$ cat config.mk
export PLATFORM = sky130hd
export DESIGN_NAME = pwm_dac
export DESIGN_NICKNAME = d
export VERILOG_FILES = /design/src/rtl/pwm_dac.sv
export SDC_FILE = /design/constraint.sdc
export NUM_CORES = 1
export LEC_CHECK = 0
export ABC_CLOCK_PERIOD_IN_PS = 2600
export BUFFER_PORTS_ARGS = -buffer_cell sky130_fd_sc_hd__buf_2
export CORE_ASPECT_RATIO = 2
export CORE_MARGIN = 2
export CORE_UTILIZATION = 45
export CTS_CLUSTER_DIAMETER = 120
export CTS_CLUSTER_SIZE = 40
export DETAILED_ROUTE_END_ITERATION = 16
export GPL_TIMING_DRIVEN = 0
export PLACE_DENSITY = 0.69
export SLEW_MARGIN = 0
export SYNTH_ARGS = -nofsm -noshare
export SYNTH_HDL_FRONTEND = slang
export SYNTH_SLANG_ARGS = --single-unit
export TNS_END_PERCENT = 5
$ cat constraint.sdc
create_clock -name clk -period 2.6 [get_ports clk]
set_input_delay 0.26 -clock clk [delete_from_list [all_inputs] [get_ports clk]]
set_output_delay 0.26 -clock clk [all_outputs]
set_load 0.01 [all_outputs]
$ cat src/rtl/pwm_dac.sv
// 8-bit PWM DAC: free-running 256-clock period, single-entry sample buffer,
// duty updated at the period boundary, underrun detection with saturating count.
module pwm_dac #(
  parameter int HOLD_LAST = 1
) (
  input  logic        clk,
  input  logic        rst,
  input  logic [7:0]  sample_in,
  input  logic        sample_valid,
  output logic        sample_ready,
  output logic        pwm_out,
  output logic        period_start,
  output logic        underrun,
  output logic [15:0] underrun_count
);

  logic [7:0] cnt;
  logic [7:0] duty;
  logic [7:0] pending;
  logic       pend_valid;
  logic       accept;
  logic       boundary;

  assign sample_ready = !rst && !pend_valid;
  assign accept       = sample_valid && sample_ready;
  assign boundary     = (cnt == 8'd255);
  assign period_start = (cnt == 8'd0);

  always_ff @(posedge clk) begin
    if (rst) begin
      cnt            <= 8'd0;
      duty           <= 8'd128;
      pending        <= 8'd0;
      pend_valid     <= 1'b0;
      pwm_out        <= 1'b0;
      underrun       <= 1'b0;
      underrun_count <= 16'd0;
    end else begin
      cnt      <= cnt + 8'd1;
      pwm_out  <= (cnt < duty);
      underrun <= boundary && !pend_valid;
      // accept only happens with the buffer empty, so it never collides
      // with the boundary transfer below
      if (accept) begin
        pending    <= sample_in;
        pend_valid <= 1'b1;
      end
      if (boundary) begin
        if (pend_valid) begin
          duty       <= pending;
          pend_valid <= 1'b0;
        end else begin
          if (HOLD_LAST == 0) duty <= 8'd128;
          if (underrun_count != 16'hFFFF) underrun_count <= underrun_count + 16'd1;
        end
      end
    end
  end

endmodule

==> flow_summary_export.csv <==
group,metric,value,unit
run_status,status,"finished clean",
sta,finalHoldViolCount,0,
die,rows,34,
clock_tree,cts_hold_buf,0,
min_path,hold_depth,3,
layout,design_area,0.002354,sq mm
power_and_ir_drop,ir_worst_vdd,0.4534,mV
global_route,grtUsageTotal,19.19,%
sta,worst_hold_slack,0.1872,ns
clock_tree,cts_tree,"yes",
sta,setup_viol,0,
synthesis,synth_xor_area_share,6.477,%
power_and_ir_drop,leakage,0.9263,nW
global_route,gr-total-overflow,0,
flow_run,cap_violations,0,
synthesis,async_flop_share,0,%
worst_setup_path,path_class,"reg -> out",
synthesis,yosysTopAreaCell,"dfxtp_1",
power_and_ir_drop,switching_power,0.2872,mW
min_path,min_to,"pending[4]",
power_and_ir_drop,seq_power_share,53.3,%
synthesis,yosysWarnings,0,
synthesis,synth_top_area_share,42.44,%
die,io_pins,31,
clock_tree,cts.clk_slew.worst_paths,0.09,ns
clock_tree,cts_resized,0,
worst_setup_path,r2r_cells,7,
clock_tree,cts.sinks,43,
worst_setup_path,arrival,1.87,ns
worst_setup_path,path_buf_inv,2,
global_route,grt_max_degree,15,
drt,drtAntennaViolNets,0,
placed_design,io_buffers,29,
sta,tightest_slew,0.6075,ns
synthesis,synthAdderAreaFrac,6.169,%
die,core,0.004339,sq mm
layout,fill_cells,452,
sta,final-max-slew-violation-count,0,
die,dieArea,0.005092,sq mm
sta,relSlewSlack,59.46,%
worst_setup_path,r2r-end,"underrun_count[9]",
power_and_ir_drop,cellPowerDensity,543.2,mW/mm^2
worst_setup_path,worstPathCellList,"inv_1 > ha_1 > or4b_2 > nor4_1 > buf_2",
sta,setup_tns,0,ns
min_path,hp-class,"in -> reg",
drt,drt_iter0_markers,16,
placed_design,place_congestion,0.7949,
drt,wire_per_inst,14.13,um
placed_design,placed_cell_area,0.002241,sq mm
synthesis,synth_nets,239,
layout,layout_commonest_cell,"dfxtp_1",
worst_setup_path,r2r_start,"cnt[0]",
synthesis,synth_edf_count,0,
sta,fmax,0.4693,GHz
power_and_ir_drop,power.share.clock,41.0,%
clock_tree,cts_setup_buffers,0,
clock_tree,numCtsBuffers,5,
clock_tree,clk_latency,0.30,ns
die,die_w,51.47,um
layout,nNetsFinal,275,
sta,rsz0062_at_grt,"false",
worst_setup_path,cp_max_fo,5,
layout,layout.cells.non_filler,309,
synthesis,avgSynthCellArea,9.304,sq um
synthesis,synth_compound_area_share,8.945,%
sta,finalCritPeriodShare,81.95,%
clock_tree,cts_root_buf,"clkbuf_8",
drt,firstDrtPassIters,4,
synthesis,yosysSeqAreaShare,42.44,%
layout,postLayoutCoreUtil,54.24,%
layout,layout_common_cells,"dfxtp_1, nor2_1, buf_2",
power_and_ir_drop,combPwrFrac,5.7,%
layout,multi_input_area,0.001087,sq mm
sta,period_minus_slack,2.131,ns
global_route,grt_antenna_before_repair,0,
global_route,grt_pass1_vias,1623,
synthesis,synth_top_flop_cell,"dfxtp_1",
clock_tree,clk_path_buf_depth,2,
worst_setup_path,max_stage_delay,0.58,ns
drt,vias,1624,
synthesis,ys_seq_elements,43,
die,initial_utilization,46.74,%
layout,seqCellArea,860.8,sq um
placed_design,post-place-cells,301,
drt,viasPerCell,5.256,
worst_setup_path,endpoint_kind,"output port",
worst_setup_path,crit_path_start_kind,"flip-flop",
power_and_ir_drop,p_int,0.9911,mW
synthesis,syn_area,0.002028,sq mm
synthesis,synth-simple-area-share,22.89,%
die,die_h,98.94,um
synthesis,synth_top_family_by_area,"simple AND/OR/NAND/NOR gates",
sta,finalClockSkew,0.01037,ns
synthesis,synthMuxAreaShare,9.130,%
worst_setup_path,required,2.34,ns
power_and_ir_drop,total_power,1.278,mW
layout,areaGrowthSynthToFinish,16.04,%
worst_setup_path,critPathTopFamily,"simple AND/OR/NAND/NOR gates",
sta,layout_setup_ws,0.4692,ns
layout,diodes,0,
synthesis,synth_area_leaders,"dfxtp_1, mux2i_1, nor2_1",
synthesis,ys_types,42,
drt,drc,0,
drt,wl,4367,um
synthesis,syn_inst,218,
power_and_ir_drop,sw_frac_of_total,22.47,%
placed_design,dpl.hpwl,3360,um
clock_tree,ctsHtreeMaxLevel,2,
worst_setup_path,r2r_setup_slack,0.47,ns
worst_setup_path,slowest_stage,"or4b_2",
layout,drive_above_1_share,18.82,%
global_route,grt_pass1_wl,7272,um
min_path,min-delay-start,"sample_in[4]",
placed_design,dp_slack,0.5049,ns
area by class of cell:
cell class                 instances  area share [%]
inverter                          10           1.595
buffer                             9           1.808
tap                               54           2.871
timing repair buffer              29           6.167
multi-input combinational        156           46.20
clock buffer                       5           2.924
sequential                        43           36.58
clock inverter                     3           1.861
cell families (layout without fill, tap and decap cells):
logic type / count (synthesis) / count (layout)
fa+ha+maj: 10 / 10
flops: 43 / 43
buf+inv: 19 / 56
mux: 18 / 18
xor+xnor: 15 / 15
compound gates: 25 / 25
simple gates: 88 / 88
layer usage:
layer,wire length (um),part of all wire [%],GRT usage (%),vias to the layer above
met5,0,0,0,-
met4,149,3.4,10.53,0
met1,1615,37,17.77,758
li1,-,-,-,827
met2,2464,56,36.59,28
met3,137,3.1,3.788,11
flip-flops by register name, indices dropped and copies added, names as in the netlist:
register	flops
duty	8
cnt	8
pwm_out	1
pending	8
underrun	1
pend_valid	1
underrun_count	16
how the worst max path moves through the flow:
stage	startpoint	to	slack (ns)	cells past startpoint
6_report	cnt[0]	period_start	0.47	5
5_1_grt	cnt[0]	underrun_count[9]	0.35	7
4_1_cts	cnt[0]	period_start	0.43	5
3_5_place_dp	cnt[0]	underrun_count[9]	0.50	7
3_3_place_gp	cnt[0]	underrun_count[9]	0.50	7
2_1_floorplan	cnt[0]	underrun_count[9]	0.76	7
synth_stat cells (2+ instances only):
master / instances
dfxtp_1: 43
nor2_1: 40
mux2i_1: 17
ha_1: 10
inv_1: 10
nand3_1: 9
xor2_1: 9
clkbuf_1: 7
nand2_1: 7
a21oi_1: 6
xnor2_1: 6
or3_1: 5
nand4_1: 4
o21ai_0: 4
a21o_1: 3
nor2b_1: 3
nor4_1: 3
o2111ai_1: 3
a211oi_1: 2
and3_1: 2
nor3_1: 2
nor4_2: 2
o211ai_1: 2
worst min-delay path: cells and delay by family:
family                 cells  cell delay (ns)
and+or+nand+nor            1             0.07
muxes                      1             0.05
buffers and inverters      1             0.08
power by group through the flow:
stage / clock network [mW] / logic [mW] / registers (mW)
4_1_cts: 0.538 / 0.0747 / 0.682
2_1_floorplan: 0 / 0.0502 / 0.694
3_5_place_dp: 0 / 0.0742 / 0.698
6_report: 0.524 / 0.0726 / 0.682
3_3_place_gp: 0 / 0.0730 / 0.697
5_1_grt: 0.560 / 0.0826 / 0.684
Note: power is estimated with default switching activity, not from simulation.
